[src/rtl/dmem_access_pkg.sv]
// ----------------------------------------------------------------------------
// dmem_access_pkg
//
// Shared definitions for the data-memory access controller: the controller
// state encoding, the byte-to-word address shift and default bus widths.
// ----------------------------------------------------------------------------
package dmem_access_pkg;

    // Default widths of the data and address buses.
    localparam int DATA_W_DEF  = 64;
    localparam int ADDR_W_DEF  = 64;
    localparam int DEPTH_DEF   = 32;

    // Words are 8 bytes, so a byte address becomes a word index with >> 3.
    localparam int WORD_SHIFT  = 3;

    // Controller states.
    //   IDLE   : waiting for a request, req_ready high
    //   SETUP  : address/data on the bus, strobes low
    //   ACCESS : selected strobe high for WAIT_CYCLES cycles
    //   HOLD   : strobes low, address/data still held
    //   RESP   : response offered until the consumer takes it
    typedef enum logic [2:0] {
        IDLE   = 3'd0,
        SETUP  = 3'd1,
        ACCESS = 3'd2,
        HOLD   = 3'd3,
        RESP   = 3'd4
    } state_e;

endpackage

[src/rtl/dmem_access_ctrl.sv]
// ----------------------------------------------------------------------------
// dmem_access_ctrl
//
// Initiator side of the data-memory port. Takes LDUR/STUR requests from the
// memory stage over a valid/ready handshake, turns the byte address into a
// word index and runs a setup / strobe / hold sequence against the
// level-sensitive dmem. Load data and error status come back over a
// valid/ready response channel.
//
// Ports
//   clk, rst_n            clock, asynchronous active-low reset
//   req_valid/req_ready   request handshake (ready only while idle)
//   req_write             1 = store, 0 = load
//   req_addr              byte address
//   req_wdata             store data
//   rsp_valid/rsp_ready   response handshake
//   rsp_rdata             load data (0 for stores and errors)
//   rsp_err               misaligned or out-of-range access
//   mem_addr, mem_idata   word index and write data towards dmem
//   MEMREAD, MEMWRITE     dmem strobes (never both high)
//   mem_odata             read data from dmem
// ----------------------------------------------------------------------------
module dmem_access_ctrl
    import dmem_access_pkg::*;
#(
    parameter int DATA_W      = DATA_W_DEF,
    parameter int ADDR_W      = ADDR_W_DEF,
    parameter int DEPTH       = DEPTH_DEF,
    parameter int WAIT_CYCLES = 1
) (
    input  logic              clk,
    input  logic              rst_n,

    input  logic              req_valid,
    output logic              req_ready,
    input  logic              req_write,
    input  logic [ADDR_W-1:0] req_addr,
    input  logic [DATA_W-1:0] req_wdata,

    output logic              rsp_valid,
    input  logic              rsp_ready,
    output logic [DATA_W-1:0] rsp_rdata,
    output logic              rsp_err,

    output logic [ADDR_W-1:0] mem_addr,
    output logic [DATA_W-1:0] mem_idata,
    output logic              MEMREAD,
    output logic              MEMWRITE,
    input  logic [DATA_W-1:0] mem_odata
);

    localparam int               CNT_W    = $clog2(WAIT_CYCLES + 1);
    localparam logic [CNT_W-1:0] CNT_LOAD = CNT_W'(WAIT_CYCLES);
    localparam logic [CNT_W-1:0] CNT_LAST = CNT_W'(1);

    state_e            state_q;
    logic              isWrite_q;
    logic [CNT_W-1:0]  waitCnt_q;
    logic              rspValid_q;
    logic              rspErr_q;
    logic [DATA_W-1:0] rspRdata_q;
    logic [ADDR_W-1:0] memAddr_q;
    logic [DATA_W-1:0] memIdata_q;
    logic              memRead_q;
    logic              memWrite_q;

    logic [ADDR_W-1:0] reqWordIdx;
    logic              reqErr;

    // Word index is the full shifted address so that the range check sees
    // every upper bit; an address beyond dmem is never silently wrapped.
    assign reqWordIdx = req_addr >> WORD_SHIFT;
    assign reqErr     = (req_addr[WORD_SHIFT-1:0] != '0) ||
                        (reqWordIdx >= ADDR_W'(DEPTH));

    assign req_ready  = (state_q == IDLE);

    // Single sequential block holding the state machine and every output.
    // The bus registers are only loaded from IDLE, so address and write
    // data cannot move while a strobe is high. rsp_valid is driven from
    // the RESP state itself, so it rises one edge after RESP is entered.
    // Reset clears the strobes asynchronously and drops the in-flight
    // request without a response.
    always_ff @(posedge clk or negedge rst_n) begin
        if (!rst_n) begin
            state_q    <= IDLE;
            isWrite_q  <= 1'b0;
            waitCnt_q  <= '0;
            rspValid_q <= 1'b0;
            rspErr_q   <= 1'b0;
            rspRdata_q <= '0;
            memAddr_q  <= '0;
            memIdata_q <= '0;
            memRead_q  <= 1'b0;
            memWrite_q <= 1'b0;
        end else begin
            case (state_q)
                IDLE: begin
                    if (req_valid) begin
                        isWrite_q  <= req_write;
                        memAddr_q  <= reqWordIdx;
                        memIdata_q <= req_wdata;
                        if (reqErr) begin
                            rspErr_q   <= 1'b1;
                            rspRdata_q <= '0;
                            state_q    <= RESP;
                        end else begin
                            state_q    <= SETUP;
                        end
                    end
                end

                SETUP: begin
                    memRead_q  <= !isWrite_q;
                    memWrite_q <= isWrite_q;
                    waitCnt_q  <= CNT_LOAD;
                    state_q    <= ACCESS;
                end

                ACCESS: begin
                    if (waitCnt_q == CNT_LAST) begin
                        memRead_q  <= 1'b0;
                        memWrite_q <= 1'b0;
                        rspRdata_q <= isWrite_q ? '0 : mem_odata;
                        state_q    <= HOLD;
                    end else begin
                        waitCnt_q  <= waitCnt_q - CNT_LAST;
                    end
                end

                HOLD: begin
                    state_q <= RESP;
                end

                RESP: begin
                    if (!rspValid_q) begin
                        rspValid_q <= 1'b1;
                    end else if (rsp_ready) begin
                        rspValid_q <= 1'b0;
                        rspErr_q   <= 1'b0;
                        rspRdata_q <= '0;
                        state_q    <= IDLE;
                    end
                end

                default: begin
                    state_q <= IDLE;
                end
            endcase
        end
    end

    assign rsp_valid = rspValid_q;
    assign rsp_err   = rspErr_q;
    assign rsp_rdata = rspRdata_q;
    assign mem_addr  = memAddr_q;
    assign mem_idata = memIdata_q;
    assign MEMREAD   = memRead_q;
    assign MEMWRITE  = memWrite_q;

endmodule

[config.mk]
export PLATFORM = sky130hd
export DESIGN_NAME = dmem_access_ctrl
export DESIGN_NICKNAME = d
export VERILOG_FILES = /design/src/rtl/dmem_access_pkg.sv /design/src/rtl/dmem_access_ctrl.sv
export SDC_FILE = /design/constraint.sdc
export NUM_CORES = 1
export LEC_CHECK = 0
export ABC_AREA = 1
export CORE_AREA = 2 2 155 157
export CTS_CLUSTER_DIAMETER = 30
export DETAILED_ROUTE_END_ITERATION = 6
export DIE_AREA = 0 0 157 159
export PLACE_DENSITY = 0.72
export SLEW_MARGIN = 20
export SYNTH_ARGS = -nofsm -noshare
export SYNTH_HDL_FRONTEND = slang
export SYNTH_SLANG_ARGS = --single-unit
[constraint.sdc]
create_clock -name clk -period 1.82 [get_ports clk]
set_input_delay 0.364 -clock clk [delete_from_list [all_inputs] [get_ports clk]]
set_output_delay 0.364 -clock clk [all_outputs]
set_load 0.01 [all_outputs]
# Word level (Yosys, flattened, before mapping)

Cells that the tools add are included.
W data, S select, Z words.

Bits in registers: 198
Input bits: 197
Output and inout port bits: 197
Logic and storage cells: 58

Add/subtract/negate cells: 1
$lt $le $gt $ge: 1
Equality and inequality tests: 9
Mux-type cells: 25
Reduce and logical (&&, ||, !) cells: 12

Operators with widths:

| kind                  | number |
|---|---|
| $mux W64              | 6 |
| $pmux W64 S3          | 1 |
| $ge A61 B6 Y1 const B | 1 |
| $mux W3               | 5 |
| $pmux W3 S5           | 1 |
| $mux W1               | 8 |
| $ne A2 B2 Y1 const B  | 4 |
| $pmux W1 S2           | 4 |
| $eq A3 B2 Y1 const B  | 2 |
| $reduce_and A6 Y1     | 1 |
| $reduce_bool A3 Y1    | 2 |
| $reduce_and A5 Y1     | 1 |
| $reduce_and A2 Y1     | 2 |
| $reduce_and A4 Y1     | 1 |
| $reduce_bool A2 Y1    | 2 |
| $eq A3 B1 Y1 const B  | 1 |
| $eq A3 B3 Y1 const B  | 1 |
| $logic_not A3 Y1      | 1 |
| $ne A2 B1 Y1 const B  | 1 |
| $logic_not A1 Y1      | 1 |
| $logic_or A1 B1 Y1    | 1 |
| $sub A1 B1 Y1 const B | 1 |

# Depth between registers and ports, before layout

Word-level depth: 5
Mapped depth: 10
Mapped depth without buffers: 9

# Least setup slack after synthesis

OpenSTA, ideal clock, no wires.

Kind: reg-to-reg
Start point: reg state_q[0]
End point: reg memAddr_q[38] (netlist: mem_addr[38])
Setup time: 0.128 ns
Arrival: 1.448 ns
Data required time: 1.692 ns
Setup slack: 0.244 ns
Stages on the path, launching flop included: 8
Path buffers: 2
Period minus slack after synthesis: 1.576 ns
Cells stage by stage: dfrtp_1 -> inv_2 -> nand2_4 -> nor2_4 -> nand2_2 -> buf_2 -> buf_4 -> mux2_1

Cells in the longest elaborated chain, start to end: 2

RTL lines:

| what                        | RTL line                | source |
|---|---|---|
| start: declaration          | dmem_access_ctrl.sv:56  | `state_e state_q;` |
| start signal: assignment    | dmem_access_ctrl.sv:86  | `state_q <= IDLE;` |
| start signal: assignment    | dmem_access_ctrl.sv:106 | `state_q <= RESP;` |
| start signal: assignment    | dmem_access_ctrl.sv:108 | `state_q <= SETUP;` |
| $logic_not A3 Y1            | --                      |  |
| via req_ready               | dmem_access_ctrl.sv:35  | `output logic req_ready,` |
| $reduce_and A2 Y1 (no line) | --                      |  |
| end signal: assignment      | dmem_access_ctrl.sv:101 | `memAddr_q <= reqWordIdx;` |
| end: declaration            | dmem_access_ctrl.sv:62  | `logic [ADDR_W-1:0] memAddr_q;` |

The timed path passes the listed nets, and every way through them passes these cells.
A chain may end at the register's enable or synchronous reset.

# Worst setup path in the final report

Start point: reg memAddr_q[11] (netlist: mem_addr[11])
End point: out mem_addr[11]

RTL lines:

| what             | RTL line               | source |
|---|---|---|
| end: declaration | dmem_access_ctrl.sv:45 | `output logic [ADDR_W-1:0] mem_addr,` |

No word-level cell between the ends.

==> impl_metrics.ini <==
[run_status]
status = complete, no violations

[floorplan]
die_height_um = 159
rows = 56
start_util_pct = 36.16
die_area_um2 = 24960
ios = 394
core_um2 = 23190
die_w_um = 157

[synth]
async_flop_share_pct = 100.0
synth_most_common_cell = nand2_1
synth_area_leaders = dfrtp_1 (59%), mux2_2 (12%), nand2_1 (10%), nor2_1 (4.6%), nand3_1 (4.2%)
yosys_warnings = 0
synth.distinct_cells = 24
synth_common_cells = nand2_1 (232), dfrtp_1 (198), nor2_1 (103), mux2_2 (86), nand3_1 (70)
synth_edf_count = 0
netlist_area_um2 = 8386
postSynthCellCount = 814
synth-seq-area-share_pct = 59.09
synth_top_area_share_pct = 59.09
synthFlopType = dfrtp_1
yosys_register_bits = 198
syn_area_per_cell_um2 = 10.30
yosys.area.top_type = dfrtp_1

[placement]
dp_hpwl_um = 19180
preCtsSetupSlack_ps = -496.0
portBuffers = 390
place_congestion = 0.8277
dpl-instance-area_um2 = 12950
dpl.cell_count = 1522

[power]
power_frac_comb_pct = 43.6
ir_worst_vdd_mv = 0.8151
p_sw_mw = 5.998
swShare_pct = 32.52
power.internal_mw = 12.45
pwr-share-clk_pct = 20.6
p_per_area_nw_per_um2 = 1355
leakage_nw = 6.081
p_seq_share_pct = 35.8
p_total_mw = 18.44

[sta]
finalSetupViolCount = 0
fin_crit_sh_pct = 96.60
skew_ps = 13.48
final_hold_viol_count = 0
clock.fmax_mhz = 568.8
period_minus_slack_ps = 1758
slew_violations = 0
slew_headroom_pct = 63.47
worst_slack_ps = 61.86
rsz0062_at_grt = yes
worstMarginPinSlew_ps = 548.0
tns_ps = 0
holdWs_ps = 457.8

[flow_run]
drv_cap = 0

[global_route]
first_global_vias = 7662
grt_usage_pct = 20.75
grt_max_degree = 68
antenna_found_initial = 0
grt_pass1_wl_um = 40650
overflow = 0

[cts]
cts_buffers = 17
insertion_delay_ps = 430
cts_root_buffer = clkbuf_16
cts_sinks = 198
max-clock-path-buffers = 2
h-tree-depth = 4
cts_tree = built
clk_pin_slew_ps = 80

[finish]
fillCellCount = 1993
drive_gt1_share_pct = 14.78
final_cell_area_um2 = 13610
final_core_util_pct = 58.70
ff_latch_area_um2 = 4955
fin_nets = 1422
multiInputGateArea_um2 = 3126
layout.cells.non_filler = 1557
diodes = 0
syn2layout_area_growth_pct = 62.35

[setup_path]
cp.buffers_inverters = 1
crit_fanout = 2
setup.worst_path.end_class = primary output
cpMaxStageDelayCell = clkdlybuf4s50_1
start_kind = flip-flop
critical_path.top_delay_family = buffers and inverters
critPathKind = reg -> out
max_stage_delay_ps = 630
arrival_ps = 1390
crit_chain = clkdlybuf4s50_1
cp.required_ps = 1460

[route]
dr.pass1.iters = 5
drt-initial-drc-count = 488
via_per_inst = 4.629
drt_drc_violations_left = 0
wl_per_cell_um = 16.61
drtAntennaViolNets = 0
wl_um = 25860
dr_total_vias = 7207

[worst_hold_path]
hold_path.class = in -> async
[path summary, 6_finish.rpt]
check / startpoint / end / slack [ps] / cells after the start
worst max-delay path: mem_addr[11] / mem_addr[11] / 60 / 1
worst min-delay path: rst_n / mem_addr[53] / 460 / 2
worst max register to register: state_q[2] / rsp_rdata[39] / 170 / 7
worst min register to register: rsp_rdata[49] / rsp_rdata[49] / 470 / 2
max in group asynchronous: rst_n / rsp_rdata[4] / 740 / 3
min in group clk: rsp_rdata[49] / rsp_rdata[49] / 470 / 2
[state kept, by name, summed over array words and instances (netlist names)]
signal and cells:
mem_idata 64, rsp_rdata 64, mem_addr 61, state_q 3, MEMREAD 1, MEMWRITE 1
isWrite_q 1, rsp_err 1, rsp_valid 1, waitCnt_q 1
[layout by cell type, fill, tap and decap left out, drive strengths merged, types with 3 or more instances in the layout]
cell type | Yosys | final
clkinv | 0 | 6
conb | 1 | 3
clkdlybuf4s50 | 0 | 385
a21oi | 4 | 4
nand3 | 71 | 71
nor2 | 104 | 104
buf | 36 | 50
nand2 | 235 | 235
dfrtp | 198 | 198
mux2 | 116 | 116
inv | 19 | 26
o21ai | 10 | 10
clkbuf | 15 | 20
[kinds of logic (layout without fill, tap and decap cells)]
logic type,after synthesis,after routing,share of synthesized area (%)
simple gates,412,412,19.83
buf+inv,70,492,4.357
compound gates,17,17,1.104
other cells,1,3,0.04472
flops,198,198,59.09
mux,116,116,15.58
[area by class of cell]
type,count,area share [%]
well taps,319,2.932
multi-input cells,548,22.96
inverters,19,0.5238
clock buffers,18,3.152
flip-flops and latches,198,36.39
clock inverters,14,1.195
repair buffers,441,32.85
[power groups by stage]
stage	logic, mW	registers (mW)	clock network [mW]
final	8.04	6.60	3.80
after global routing	8.64	6.80	4.10
after CTS	8.15	6.61	3.92
after detailed placement	8.11	6.68	0
after global placement	8.05	6.59	0
after floorplan	2.77	7.33	0
[routing by layer]
metal	wire, um	part of all wire (%)	vias up	global-route usage (%)
li1	-	-	3454	-
met1	10210	39	3426	24.53
met2	12840	50	287	35.45
met3	2145	8.3	40	6.832
met4	670	2.6	0	6.797
met5	0	0	-	0
[what timing repair did]
action / in CTS / in global routing
gates resized for setup: 5 / 10
setup buffers: 0 / 1
hold buffers: 1 / 0
cloned: 0 / 1
endpoints found under the setup margin: 56 / 67
pin swaps: 0 / 1
hold endpoints to repair: 48 / 0
Power figures use the tool's default switching activity.
